File: config.mk
export PLATFORM = sky130hd
export DESIGN_NAME = imem_stream_loader_flat
export DESIGN_NICKNAME = d
export VERILOG_FILES = /design/src/rtl/imem_stream_loader_if.sv /design/src/rtl/imem_stream_loader.sv /design/src/flat_wrapper.sv
export SDC_FILE = /design/constraint.sdc
export NUM_CORES = 2
export LEC_CHECK = 0
export CAP_MARGIN = 20
export CELL_PAD_IN_SITES_DETAIL_PLACEMENT = 0
export CELL_PAD_IN_SITES_GLOBAL_PLACEMENT = 1
export CORE_ASPECT_RATIO = 0.7
export CORE_MARGIN = 2
export CORE_UTILIZATION = 56
export DETAILED_ROUTE_END_ITERATION = 12
export GPL_TIMING_DRIVEN = 0
export PLACE_DENSITY_LB_ADDON = 0.1
export SYNTH_ARGS = -nofsm -noshare
export SYNTH_HDL_FRONTEND = slang
export SYNTH_SLANG_ARGS = --single-unit
File: constraint.sdc
create_clock -name clk -period 7.8 [get_ports clk]
set_input_delay 2.34 -clock clk [delete_from_list [all_inputs] [get_ports clk]]
set_output_delay 2.34 -clock clk [all_outputs]
set_load 0.02 [all_outputs]
File: src/rtl/imem_stream_loader_if.sv
// imem_stream_loader_if
//   Bundles the load stream, status and fetch signals of imem_stream_loader.
//   master : boot source / CPU side (drives load_* inputs and fetch_addr)
//   slave  : the loader itself (drives load_ready/done/count/overflow,
//            cpu_hold, fetch_data, fetch_fault)
//   Optional macro IMEM_LOADER_CHECKSUM_EN adds load_checksum (slave output).
interface imem_stream_loader_if #(
    parameter int DATA_W = 32,
    parameter int DEPTH  = 64,
    parameter int ADDR_W = 32
);
    localparam int CW = $clog2(DEPTH) + 1;

    logic              load_start;
    logic              load_valid;
    logic [DATA_W-1:0] load_data;
    logic              load_last;
    logic              load_ready;
    logic              load_done;
    logic [CW-1:0]     load_count;
    logic              load_overflow;
    logic              cpu_hold;
    logic [ADDR_W-1:0] fetch_addr;
    logic [DATA_W-1:0] fetch_data;
    logic              fetch_fault;
`ifdef IMEM_LOADER_CHECKSUM_EN
    logic [DATA_W-1:0] load_checksum;

    modport master (
        output load_start, load_valid, load_data, load_last, fetch_addr,
        input  load_ready, load_done, load_count, load_overflow, cpu_hold,
               fetch_data, fetch_fault, load_checksum
    );
    modport slave (
        input  load_start, load_valid, load_data, load_last, fetch_addr,
        output load_ready, load_done, load_count, load_overflow, cpu_hold,
               fetch_data, fetch_fault, load_checksum
    );
`else
    modport master (
        output load_start, load_valid, load_data, load_last, fetch_addr,
        input  load_ready, load_done, load_count, load_overflow, cpu_hold,
               fetch_data, fetch_fault
    );
    modport slave (
        input  load_start, load_valid, load_data, load_last, fetch_addr,
        output load_ready, load_done, load_count, load_overflow, cpu_hold,
               fetch_data, fetch_fault
    );
`endif
endinterface

File: src/rtl/imem_stream_loader.sv
// imem_stream_loader
//   Instruction memory filled by a valid/ready word stream into consecutive
//   slots from 0; holds the CPU in reset until the session completes, then
//   serves zero-latency fetches by byte address.
//   Ports:
//     clk  - rising-edge clock
//     rst  - synchronous reset, active-low
//     bus  - imem_stream_loader_if.slave (load stream, status, fetch)
//   Optional macro IMEM_LOADER_CHECKSUM_EN: adds bus.load_checksum, the
//   modulo-2^DATA_W sum of all stored words of the current session.
module imem_stream_loader #(
    parameter int DATA_W = 32,
    parameter int DEPTH  = 64,
    parameter int ADDR_W = 32
) (
    input logic                clk,
    input logic                rst,
    imem_stream_loader_if.slave bus
);
    localparam int IW = $clog2(DEPTH);
    localparam int CW = IW + 1;
    localparam logic [CW-1:0] DEPTH_C = CW'(DEPTH);

    typedef enum logic [1:0] {ST_IDLE, ST_LOAD, ST_RUN} state_t;

    state_t            state_q, state_d;
    logic              load_ready_q, load_ready_d;
    logic              load_done_q, load_done_d;
    logic              cpu_hold_q, cpu_hold_d;
    logic              load_overflow_q, load_overflow_d;
    logic [CW-1:0]     load_count_q, load_count_d;
    logic              wr_en;
    logic              accept;
`ifdef IMEM_LOADER_CHECKSUM_EN
    logic [DATA_W-1:0] load_checksum_q, load_checksum_d;
`endif

    logic [DATA_W-1:0] mem [DEPTH];

    always_comb begin
        state_d         = state_q;
        load_done_d     = load_done_q;
        cpu_hold_d      = cpu_hold_q;
        load_overflow_d = load_overflow_q;
        load_count_d    = load_count_q;
`ifdef IMEM_LOADER_CHECKSUM_EN
        load_checksum_d = load_checksum_q;
`endif
        wr_en  = 1'b0;
        // load_start has priority over any beat presented in the same cycle
        accept = load_ready_q && bus.load_valid && !bus.load_start;

        if (bus.load_start) begin
            state_d         = ST_LOAD;
            load_count_d    = '0;
            load_overflow_d = 1'b0;
            load_done_d     = 1'b0;
            cpu_hold_d      = 1'b1;
`ifdef IMEM_LOADER_CHECKSUM_EN
            load_checksum_d = '0;
`endif
        end else if (accept) begin
            if (load_count_q == DEPTH_C) begin
                // memory full: beat consumed but discarded
                load_overflow_d = 1'b1;
            end else begin
                wr_en        = 1'b1;
                load_count_d = load_count_q + CW'(1);
`ifdef IMEM_LOADER_CHECKSUM_EN
                load_checksum_d = load_checksum_q + bus.load_data;
`endif
            end
            if (bus.load_last) begin
                state_d     = ST_RUN;
                load_done_d = 1'b1;
                cpu_hold_d  = 1'b0;
            end
        end
        load_ready_d = (state_d == ST_LOAD);
    end

    always_ff @(posedge clk) begin
        if (!rst) begin
            state_q         <= ST_IDLE;
            load_ready_q    <= 1'b0;
            load_done_q     <= 1'b0;
            cpu_hold_q      <= 1'b1;
            load_overflow_q <= 1'b0;
            load_count_q    <= '0;
`ifdef IMEM_LOADER_CHECKSUM_EN
            load_checksum_q <= '0;
`endif
        end else begin
            state_q         <= state_d;
            load_ready_q    <= load_ready_d;
            load_done_q     <= load_done_d;
            cpu_hold_q      <= cpu_hold_d;
            load_overflow_q <= load_overflow_d;
            load_count_q    <= load_count_d;
`ifdef IMEM_LOADER_CHECKSUM_EN
            load_checksum_q <= load_checksum_d;
`endif
        end
    end

    // Storage is never cleared; load_count alone bounds what is reachable.
    always_ff @(posedge clk) begin
        if (rst && wr_en) begin
            mem[load_count_q[IW-1:0]] <= bus.load_data;
        end
    end

    logic [IW-1:0] f_idx;
    logic          f_fault;

    always_comb begin
        f_idx   = bus.fetch_addr[IW+1:2];
        f_fault = (|bus.fetch_addr[1:0])
                | (|bus.fetch_addr[ADDR_W-1:IW+2])
                | ({1'b0, f_idx} >= load_count_q);
    end

    assign bus.load_ready    = load_ready_q;
    assign bus.load_done     = load_done_q;
    assign bus.cpu_hold      = cpu_hold_q;
    assign bus.load_overflow = load_overflow_q;
    assign bus.load_count    = load_count_q;
    assign bus.fetch_fault   = f_fault;
    assign bus.fetch_data    = f_fault ? '0 : mem[f_idx];
`ifdef IMEM_LOADER_CHECKSUM_EN
    assign bus.load_checksum = load_checksum_q;
`endif

endmodule

File: src/flat_wrapper.sv
// flat-port wrapper written by rule: the top's interface ports become plain ports
module imem_stream_loader_flat 
#(
    parameter int DATA_W = 32,
    parameter int DEPTH  = 64,
    parameter int ADDR_W = 32
)
  (clk, rst, bus_load_start, bus_load_valid, bus_load_data, bus_load_last, bus_fetch_addr, bus_load_ready, bus_load_done, bus_load_count, bus_load_overflow, bus_cpu_hold, bus_fetch_data, bus_fetch_fault);
  imem_stream_loader_if #(.DATA_W(DATA_W), .DEPTH(DEPTH), .ADDR_W(ADDR_W)) bus_i ();
  input logic clk;
  input logic rst;
  input wire logic [$bits(bus_i.load_start)-1:0] bus_load_start;
  input wire logic [$bits(bus_i.load_valid)-1:0] bus_load_valid;
  input wire logic [$bits(bus_i.load_data)-1:0] bus_load_data;
  input wire logic [$bits(bus_i.load_last)-1:0] bus_load_last;
  input wire logic [$bits(bus_i.fetch_addr)-1:0] bus_fetch_addr;
  output wire logic [$bits(bus_i.load_ready)-1:0] bus_load_ready;
  output wire logic [$bits(bus_i.load_done)-1:0] bus_load_done;
  output wire logic [$bits(bus_i.load_count)-1:0] bus_load_count;
  output wire logic [$bits(bus_i.load_overflow)-1:0] bus_load_overflow;
  output wire logic [$bits(bus_i.cpu_hold)-1:0] bus_cpu_hold;
  output wire logic [$bits(bus_i.fetch_data)-1:0] bus_fetch_data;
  output wire logic [$bits(bus_i.fetch_fault)-1:0] bus_fetch_fault;
  assign bus_i.load_start = bus_load_start;
  assign bus_i.load_valid = bus_load_valid;
  assign bus_i.load_data = bus_load_data;
  assign bus_i.load_last = bus_load_last;
  assign bus_i.fetch_addr = bus_fetch_addr;
  assign bus_load_ready = bus_i.load_ready;
  assign bus_load_done = bus_i.load_done;
  assign bus_load_count = bus_i.load_count;
  assign bus_load_overflow = bus_i.load_overflow;
  assign bus_cpu_hold = bus_i.cpu_hold;
  assign bus_fetch_data = bus_i.fetch_data;
  assign bus_fetch_fault = bus_i.fetch_fault;
  imem_stream_loader #(.DATA_W(DATA_W), .DEPTH(DEPTH), .ADDR_W(ADDR_W)) u_core (.clk(clk), .rst(rst), .bus(bus_i));
endmodule
==> reports/results.ini <==
[route]
totalWireLength_mm=267
antenna_left=0
drc=0
drt_iter0_drc=8449
vias_per_cell=7.20
dr.pass1.iters=9
wl_per_cell_um=44.2
dr_total_vias=43400

[worst_setup_path]
critPathLaunchType=primary input
worstPathRequired_ns=5.46
arrival_ns=5.52
reg2regPathDepth=10
timing.rr.start=u_core.bus.load_count[5]
worst_path_dominant_cell_family=buffers and inverters
cp.buffers_inverters=5
endpoint_kind=output port
critPathLaunch=bus_fetch_addr[3]
crit_path_cell_trace=clkdlybuf4s15_2 -> buf_6 -> buf_6 -> and2_0 -> buf_1 -> a221oi_1 -> o21ai_0 -> a311oi_4 -> buf_4
crit_path_end=bus_fetch_data[27]
critical_path_class=in -> out
slowest_stage=o21ai_0
path_depth=9
slowest_delay_ns=0.66
crit_top_cell=buf_6
r2r_end=u_core.mem[55][24]
crit_fanout=10
reg2reg_slack_ns=2.72

[timing]
setup_viol=6
hold_viol_final=0
slew-limit-headroom=0.226
max_freq_ghz=0.127
grt_setup_unrepaired=false
timing.hold.ws_ns=0.480
finalCritPeriodShare=1.01
worstMarginPinSlew_ns=1.16
slew_viol_final=0
fin_crit_ns=7.86
final.setup.worst_slack_ns=-0.0590
finClkSkew_ns=0.0229

[logic_synthesis]
ys_types=69
synth_area_sq_um=79700
synthArstFlopShare=0
yosysMostFrequentCell=edfxtp_1
synthesis.nets=3622
seq_area_frac_synth=0.775
synth_top_area_share=0.771
synth_ff_type=edfxtp_1
yosysTopAreaCell=edfxtp_1
synthTopCellsByCount=2,048 x edfxtp_1, 467 x mux4_2, 139 x nor2_1
synth_top_cells_by_area=edfxtp_1 77%, mux4_2 13%, mux2i_1 1.7%
syn_area_per_cell_sq_um=22.5
ys_ff_latch=2061
synth_edf_count=2048
yosys_warnings=0
syn_inst=3545

[clocking]
clock_path_buffers=3
clockRootBuffer=clkbuf_16
cts_sinks=2061
clkTransAtPathRegs_ns=0.06
cts_tree=built
numCtsBuffers=186
htreeDepth=4
clock_latency_ns=0.85

[final_layout]
ff_latch_area_sq_um=61800
multiInputGateArea_sq_um=17400
fillers=8816
nets=4088
area_growth_pct=17.0
drive_gt1_frac=0.300

[power_and_ir_drop]
ir_drop_mv=0.298
p_leak_nw=29.6
power_density_nw_per_um2=240

[flow_run]
max_cap_viol_count=0

[outcome]
failed_checks=setup timing
status=finished with violations

[grt]
grt_pass1_vias=41400
grt.total_usage=0.371
grt_pass1_wl_mm=355
antenna_found_initial=18
grt_remaining_overflow=0
grt_max_degree=65

[floorplan]
fp.dieH_um=320
rows=115
ios=113
coreArea_sq_um=141000
start_util=0.566
chipWidth_um=455
design.die.area_sq_um=145000

[placed_design]
io_buffers=111
place_congestion=0.926
pre_cts_ws_ns=-2.20
dpl.hpwl_mm=179

[worst_hold_path]
hp-start=u_core.bus.cpu_hold
hold_class=reg -> reg

-- cell families after synthesis --
family / after synthesis / synth area share
DFF: 2061 / 0.775
muxes: 645 / 0.162
and+or+nand+nor: 377 / 0.0208
AOI/OAI and AO/OA: 252 / 0.0227
buffers and inverters: 197 / 0.0181
adders and majority gates: 8 / 0.00126
xor gates and xnor gates: 5 / 0.000549
-- final cells by class --
class	count	area share
Antenna cell	5	0.000134
Buffer	185	0.0184
Clock buffer	236	0.0531
Clock inverter	94	0.00865
Inverter	11	0.000469
Multi-Input combinational cell	1287	0.187
Sequential cell	2061	0.662
Tap cell	1872	0.0251
Timing Repair Buffer	279	0.0451
-- worst min-delay path by stage --
| stage | endpoint | slack (ns) | cells past startpoint |
|---|---|---|---|
| global route | u_core.bus.cpu_hold | 0.50 | 1 |
| CTS | u_core.bus.load_done | 0.48 | 2 |
| finish | u_core.bus.cpu_hold | 0.48 | 1 |
| detailed placement | u_core.bus.cpu_hold | 0.46 | 1 |
| global placement | u_core.bus.cpu_hold | 0.44 | 1 |
| floorplan | u_core.state_q[0] | 0.43 | 2 |
-- layout by cell type (no fill, tap or decap), drive strengths merged, types with 4 or more instances in the layout --
master / synthesis / layout
nand3: 43 / 43
clkinv: 0 / 71
a211oi: 11 / 11
dlygate4sd2: 0 / 8
o22ai: 18 / 18
nor3: 12 / 12
nor4: 10 / 10
o21ai: 40 / 40
dfxtp: 13 / 13
a22oi: 33 / 33
clkbuf: 50 / 287
a21oi: 37 / 37
a32o: 6 / 6
clkdlybuf4s50: 1 / 45
o211ai: 8 / 8
a31oi: 9 / 9
xnor2: 5 / 5
a2111oi: 11 / 11
mux4: 503 / 503
diode: 0 / 5
a221o: 15 / 15
and2: 5 / 5
nand2b: 6 / 6
inv: 11 / 18
bufinv: 0 / 13
edfxtp: 2048 / 2048
a221oi: 27 / 27
and3: 6 / 6
mux2i: 133 / 133
nand2: 129 / 129
nand3b: 4 / 4
clkdlybuf4s15: 0 / 11
a22o: 9 / 9
ha: 8 / 8
nor2: 139 / 139
nor2b: 11 / 11
buf: 134 / 348
a32oi: 13 / 13
mux2: 9 / 9
-- registers in the layout, summed over array words and instances, names as in the netlist --
signal / flops
u_core.mem: 2048
u_core.bus.load_count: 7
u_core.state_q: 2
u_core.bus.cpu_hold: 1
u_core.bus.load_done: 1
u_core.bus.load_overflow: 1
u_core.bus.load_ready: 1
-- layer usage --
layer / track usage / part of all wire
met5: 0 / 0.00073
met4: 0.165 / 0.050
met3: 0.126 / 0.15
met2: 0.518 / 0.43
met1: 0.535 / 0.36
-- per-stage QoR --
step	total power [mW]	instance area [sq um]	instances	utilization	TNS (ns)
after CTS	22.4	93200	6024	0.662	0
final	22.4	93300	6030	0.662	-0.220
after global routing	22.9	93300	6025	0.662	0
after global placement	13.5	83200	5528	0.590	-1947.80
after floorplan	13.0	79700	3545	-	0
after detailed placement	13.6	86600	5680	0.615	-55.33
-- where the power goes --
part	switching (mW)	internal [mW]
Combinational	0.815	0.449
Clock	4.04	4.91
Sequential	0.00146	12.2
Total	4.86	17.5
-- what timing repair did --
action,in CTS,in global routing
gates resized for setup,295,22
setup buffers,13,0
cloned,1,0
hold buffers,0,0
setup endpoints to repair,33,31
pin swaps,12,1
Power figures use the tool's default switching activity.
